<file path="src/rtl/tick_counter_ctrl_pkg.sv">
// Shared state encodings for the tick counter controller.
// 2'b11 is never produced; the FSM recovers from it to S_STOP.
package tick_counter_ctrl_pkg;

    typedef logic [1:0] state_t;

    localparam state_t S_STOP = 2'b00;
    localparam state_t S_UP   = 2'b01;
    localparam state_t S_DOWN = 2'b10;

endpackage

</file>
<file path="src/rtl/tick_counter_ctrl_press_edge_sync.sv">
// 2-FF synchronizer plus falling-edge detector for an active-low button.
// o_press is high in the cycle before the edge that acts on it (2 edges after the input is first sampled low).
module press_edge_sync (
    input  logic out_clk_tb,
    input  logic rst_n,
    input  logic i_btn_n,
    output logic o_level,
    output logic o_press
);

    logic r_meta;
    logic r_sync;
    logic r_prev;

    // All stages reset to the released level so a button held through reset
    // still shows one clean 1->0 transition after release.
    always_ff @(posedge out_clk_tb or negedge rst_n) begin
        if (!rst_n) begin
            r_meta <= 1'b1;
            r_sync <= 1'b1;
            r_prev <= 1'b1;
        end else begin
            r_meta <= i_btn_n;
            r_sync <= r_meta;
            r_prev <= r_sync;
        end
    end

    assign o_level = r_sync;
    assign o_press = r_prev & ~r_sync;

endmodule

</file>
<file path="src/rtl/tick_counter_ctrl.sv">
// Run/stop/direction FSM and bounded up/down counter driven by synchronized button presses.
// All outputs registered; a press acts on the second edge after it is first sampled.
module tick_counter_ctrl
    import tick_counter_ctrl_pkg::*;
#(
    parameter int WIDTH = 4,
    parameter int LOWER = 0,
    parameter int UPPER = 15
) (
    input  logic             out_clk_tb,
    input  logic             rst_n,
    input  logic             dir_btn_n,
    input  logic             stop_btn_n,
    input  logic             clr_btn_n,
    input  logic             bounce,
    output logic [WIDTH-1:0] counter,
    output logic             dir,
    output logic             running,
    output logic             bound_pulse,
    output logic [1:0]       state
);

    localparam logic [WIDTH-1:0] LO    = WIDTH'(LOWER);
    localparam logic [WIDTH-1:0] HI    = WIDTH'(UPPER);
    localparam logic [WIDTH-1:0] LO_P1 = WIDTH'(LOWER + 1);
    localparam logic [WIDTH-1:0] HI_M1 = WIDTH'(UPPER - 1);
    localparam logic [WIDTH-1:0] ONE   = WIDTH'(1);

    logic w_dir_evt;
    logic w_stop_evt;
    logic w_clr_evt;
    logic w_bounce_lvl;
    logic w_dir_lvl_unused;
    logic w_stop_lvl_unused;
    logic w_clr_lvl_unused;
    logic w_bounce_press_unused;

    press_edge_sync u_dir_sync (
        .out_clk_tb (out_clk_tb),
        .rst_n      (rst_n),
        .i_btn_n    (dir_btn_n),
        .o_level    (w_dir_lvl_unused),
        .o_press    (w_dir_evt)
    );

    press_edge_sync u_stop_sync (
        .out_clk_tb (out_clk_tb),
        .rst_n      (rst_n),
        .i_btn_n    (stop_btn_n),
        .o_level    (w_stop_lvl_unused),
        .o_press    (w_stop_evt)
    );

    press_edge_sync u_clr_sync (
        .out_clk_tb (out_clk_tb),
        .rst_n      (rst_n),
        .i_btn_n    (clr_btn_n),
        .o_level    (w_clr_lvl_unused),
        .o_press    (w_clr_evt)
    );

    press_edge_sync u_bounce_sync (
        .out_clk_tb (out_clk_tb),
        .rst_n      (rst_n),
        .i_btn_n    (bounce),
        .o_level    (w_bounce_lvl),
        .o_press    (w_bounce_press_unused)
    );

    logic [WIDTH-1:0] r_counter;
    logic             r_dir;
    logic             r_running;
    logic             r_bound_pulse;
    state_t           r_state;

    logic             w_run_now;
    logic             w_up;
    logic             w_at_bound;
    logic             w_step;
    logic             w_hit;
    logic             w_bounce_rev;
    logic             w_dir_next;
    logic             w_run_next;
    logic [WIDTH-1:0] w_cnt_next;
    state_t           w_state_next;

    always_comb begin
        w_run_now    = (r_state == S_UP) || (r_state == S_DOWN);
        w_up         = (r_state == S_UP);
        w_at_bound   = w_up ? (r_counter == HI) : (r_counter == LO);
        // Clear takes the edge: no step, hence no bound hit or reversal.
        w_step       = w_run_now && !w_clr_evt;
        w_hit        = w_step && w_at_bound;
        w_bounce_rev = w_hit && w_bounce_lvl;

        w_cnt_next = r_counter;
        if (w_clr_evt) begin
            w_cnt_next = LO;
        end else if (w_step) begin
            if (w_hit) begin
                if (w_bounce_lvl) w_cnt_next = w_up ? HI_M1 : LO_P1;
                else              w_cnt_next = w_up ? LO : HI;
            end else begin
                w_cnt_next = w_up ? (r_counter + ONE) : (r_counter - ONE);
            end
        end

        // A dir press and a bounce reversal on the same edge cancel.
        w_dir_next = r_dir ^ w_dir_evt ^ w_bounce_rev;
        w_run_next = w_run_now ^ w_stop_evt;

        if (r_state == S_STOP || w_run_now) begin
            w_state_next = w_run_next ? (w_dir_next ? S_UP : S_DOWN) : S_STOP;
        end else begin
            w_run_next   = 1'b0;
            w_state_next = S_STOP;
        end
    end

    always_ff @(posedge out_clk_tb or negedge rst_n) begin
        if (!rst_n) begin
            r_counter     <= LO;
            r_state       <= S_UP;
            r_dir         <= 1'b1;
            r_running     <= 1'b1;
            r_bound_pulse <= 1'b0;
        end else begin
            r_counter     <= w_cnt_next;
            r_state       <= w_state_next;
            r_dir         <= w_dir_next;
            r_running     <= w_run_next;
            r_bound_pulse <= w_hit;
        end
    end

    assign counter     = r_counter;
    assign dir         = r_dir;
    assign running     = r_running;
    assign bound_pulse = r_bound_pulse;
    assign state       = r_state;

endmodule

</file>
<file path="config.mk">
export PLATFORM = sky130hd
export DESIGN_NAME = tick_counter_ctrl
export DESIGN_NICKNAME = d
export VERILOG_FILES = /design/src/rtl/tick_counter_ctrl_pkg.sv /design/src/rtl/tick_counter_ctrl_press_edge_sync.sv /design/src/rtl/tick_counter_ctrl.sv
export SDC_FILE = /design/constraint.sdc
export NUM_CORES = 1
export LEC_CHECK = 0
export BUFFER_PORTS_ARGS = -buffer_cell sky130_fd_sc_hd__buf_4
export CORE_MARGIN = 2
export CORE_UTILIZATION = 55
export CTS_BUF_LIST = sky130_fd_sc_hd__clkbuf_4 sky130_fd_sc_hd__clkbuf_8
export DETAILED_ROUTE_END_ITERATION = 10
export GPL_TIMING_DRIVEN = 0
export PLACE_DENSITY = 0.79
export SLEW_MARGIN = 20
export SYNTH_ARGS = -nofsm -noshare
export SYNTH_HDL_FRONTEND = slang
export SYNTH_SLANG_ARGS = --single-unit
</file>
<file path="constraint.sdc">
create_clock -name out_clk_tb -period 2.9 [get_ports out_clk_tb]
set_input_delay 0.29 -clock out_clk_tb [delete_from_list [all_inputs] [get_ports out_clk_tb]]
set_output_delay 0.29 -clock out_clk_tb [all_outputs]
set_load 0.05 [all_outputs]
</file>
==> impl_metrics.json <==
{
  "rsz0062_at_grt": "false",
  "regArea_um2": 518.0,
  "maxSlewViolCount": 0,
  "drt_first_pass_iters": 4,
  "nets": 104,
  "critical_path_class": "reg -> reg",
  "cts_max_level": 1,
  "status": "completed",
  "wl_per_cell_um": 12.65,
  "final_util": 0.7036,
  "grt_pass1_vias": 515,
  "n_antenna_cell": 0,
  "synth_compound_area_frac": 0.06069,
  "area_growth_pct": 18.21,
  "routed_wl_um": 1366,
  "grt_use_total": 0.1664,
  "synth_top_area_cell": "dfstp_2",
  "fin_tns_setup_ps": 0,
  "muxShareOfSynthArea": 0.04690,
  "row_count": 14,
  "cts_tree": "yes",
  "end_kind": "flop",
  "synthXorXnorAreaFrac": 0.06759,
  "cp-start-kind": "flop",
  "clockBufferDepth": 2,
  "hold_violations": 0,
  "p_per_area_nw_per_um2": 1168,
  "antenna_found_initial": 0,
  "clock_latency_ps": 300,
  "cts-root-buf": "clkbuf_4",
  "multi_input_area_um2": 362.8,
  "synth_warnings": 0,
  "max_slew.worst_pin.slew_ps": 381.6,
  "finalClockSkew_ps": 4.202,
  "start_util": 0.5952,
  "fp.dieW_um": 44.61,
  "synth-simple-area-share": 0.1476,
  "synth_area_um2": 907.1,
  "first_iter_violations": 7,
  "drive_gt1_frac": 0.3913,
  "cp.arrival_ps": 2610,
  "vias": 570,
  "crit_required_ps": 3090,
  "ant_nets": 0,
  "hpwl_um": 1061,
  "grt_pass1_wl_um": 2270,
  "portBuffers": 14,
  "synth_top_family_by_area": "simple AND/OR/NAND/NOR gates",
  "dieArea_um2": 1990,
  "grt_max_degree": 21,
  "postSynthAreaPerCell_um2": 12.43,
  "max_cap_violations": 0,
  "cts_buffers": 3,
  "ys_top_cells_by_area": "dfstp_2 41%, dfrtp_1 17%, ha_1 5.5%, xnor2_1 3.9%, nor2_1 3.7%",
  "yosysUniqueCellTypes": 24,
  "post-route-period-util": 0.8336,
  "synth_fp_nets": 84,
  "setup_viol": 0,
  "gp_congestion": 0.7606,
  "max-vdd-ir-drop_v": 0.0007567,
  "nFillCells": 119,
  "relSlewSlack": 0.7451,
  "drc": 0,
  "clock-sinks": 20,
  "yosys.area_share.adder": 0.07724,
  "clk_pin_slew_ps": 100,
  "p_leak_nw": 0.4783,
  "dieHeight_um": 44.61,
  "cts-resized-gates": 0,
  "fmax_mhz": 413.7,
  "synth_cells": 73,
  "largest_register_ffs": 4,
  "grt-ovfl-total": 0,
  "via_per_inst": 5.278,
  "layout_common_cells": "14 x dfstp_2, 14 x buf_4, 9 x nor2_1",
  "layout_min_cycle_time_ps": 2417,
  "synth-seq-cells": 20,
  "synth_top_area_share": 0.4055,
  "hold_class": "in -> reg",
  "ios": 15,
  "core_um2": 1524,
  "synth_seq_area_share": 0.5710,
  "path_max_fanout": 6
}
## per-stage QoR
| step | setup WS [ps] | instances | total power, W | hold slack [ps] | area, µm² |
|---|---|---|---|---|---|
| floorplan | 457.1 | 73 | 0.0009495 | -5.591 | 907.1 |
| global placement | 534.9 | 103 | 0.001099 | 169.2 | 1032 |
| global route | 302.4 | 108 | 0.001343 | 63.43 | 1072 |
| detailed placement | 468.3 | 103 | 0.001123 | 173.0 | 1032 |
| finish | 482.5 | 108 | 0.001253 | 88.53 | 1072 |
| CTS | 446.3 | 108 | 0.001267 | 78.78 | 1072 |
## cell families after synthesis
| kind of cell | count (synthesis) |
|---|---|
| flops | 20 |
| buf+inv | 7 |
| xor+xnor | 7 |
| simple gates | 23 |
| fa+ha+maj | 5 |
| mux | 3 |
| compound gates | 8 |
## synthesized netlist by cell type
master	count
ha_1	4
a21o_1	1
dfstp_2	14
nand3_4	1
nand4_1	1
inv_1	5
nor2b_1	4
or3b_2	1
or3_1	1
a21oi_1	3
fa_1	1
xnor2_1	4
mux2i_4	1
nor2_1	9
a311o_1	1
or4_4	1
nand2_1	2
mux2i_1	2
clkbuf_1	2
dfrtp_1	6
xor2_1	3
o21a_1	3
nand3b_1	1
nor3_1	2
## area by class of cell
class	instances	share of cell area
Clock buffer	4	0.02800
Inverter	5	0.01750
Timing Repair Buffer	15	0.1074
Sequential cell	20	0.4831
Buffer	2	0.007001
Tap cell	16	0.01867
Multi-Input combinational cell	46	0.3384
## path summary, 6_finish.rpt
check | from | endpoint | slack [ps] | cells after the start
worst max-delay path | state[0] | counter[3] | 480 | 8
worst min-delay path | clr_btn_n | u_clr_sync.r_meta | 90 | 1
worst max register to register | state[0] | counter[3] | 480 | 8
worst min register to register | u_bounce_sync.r_meta | u_bounce_sync.o_level | 360 | 0
max in group asynchronous | rst_n | u_dir_sync.o_level | 2250 | 2
min in group asynchronous | rst_n | bound_pulse | 390 | 2
## worst max-delay path, stage by stage (launching register included)
cell,delay (ps)
dfstp_2,560
ha_1,200
clkbuf_1,320
inv_1,140
ha_1,290
a21o_1,180
a21oi_1,160
xnor2_1,110
a311o_1,350
## power by group
group | internal [W] | total [W] | leakage [nW] | switching (W)
Clock | 0.0000630 | 0.000139 | 0.0184 | 0.0000762
Sequential | 0.000360 | 0.000417 | 0.224 | 0.0000569
Combinational | 0.000268 | 0.000696 | 0.235 | 0.000428
## layer usage
layer / wire length, µm / track usage
met1: 595 / 0.2108
met2: 632 / 0.2551
met3: 100 / 0.03673
met4: 37 / 0.1091
met5: 0 / 0
## timing repair
| action | CTS | global route |
|---|---|---|
| setup buffers | 0 | 0 |
| hold buffers | 1 | 0 |
| hold endpoints to repair | 6 | 0 |
(Power assumes the default switching activity.)
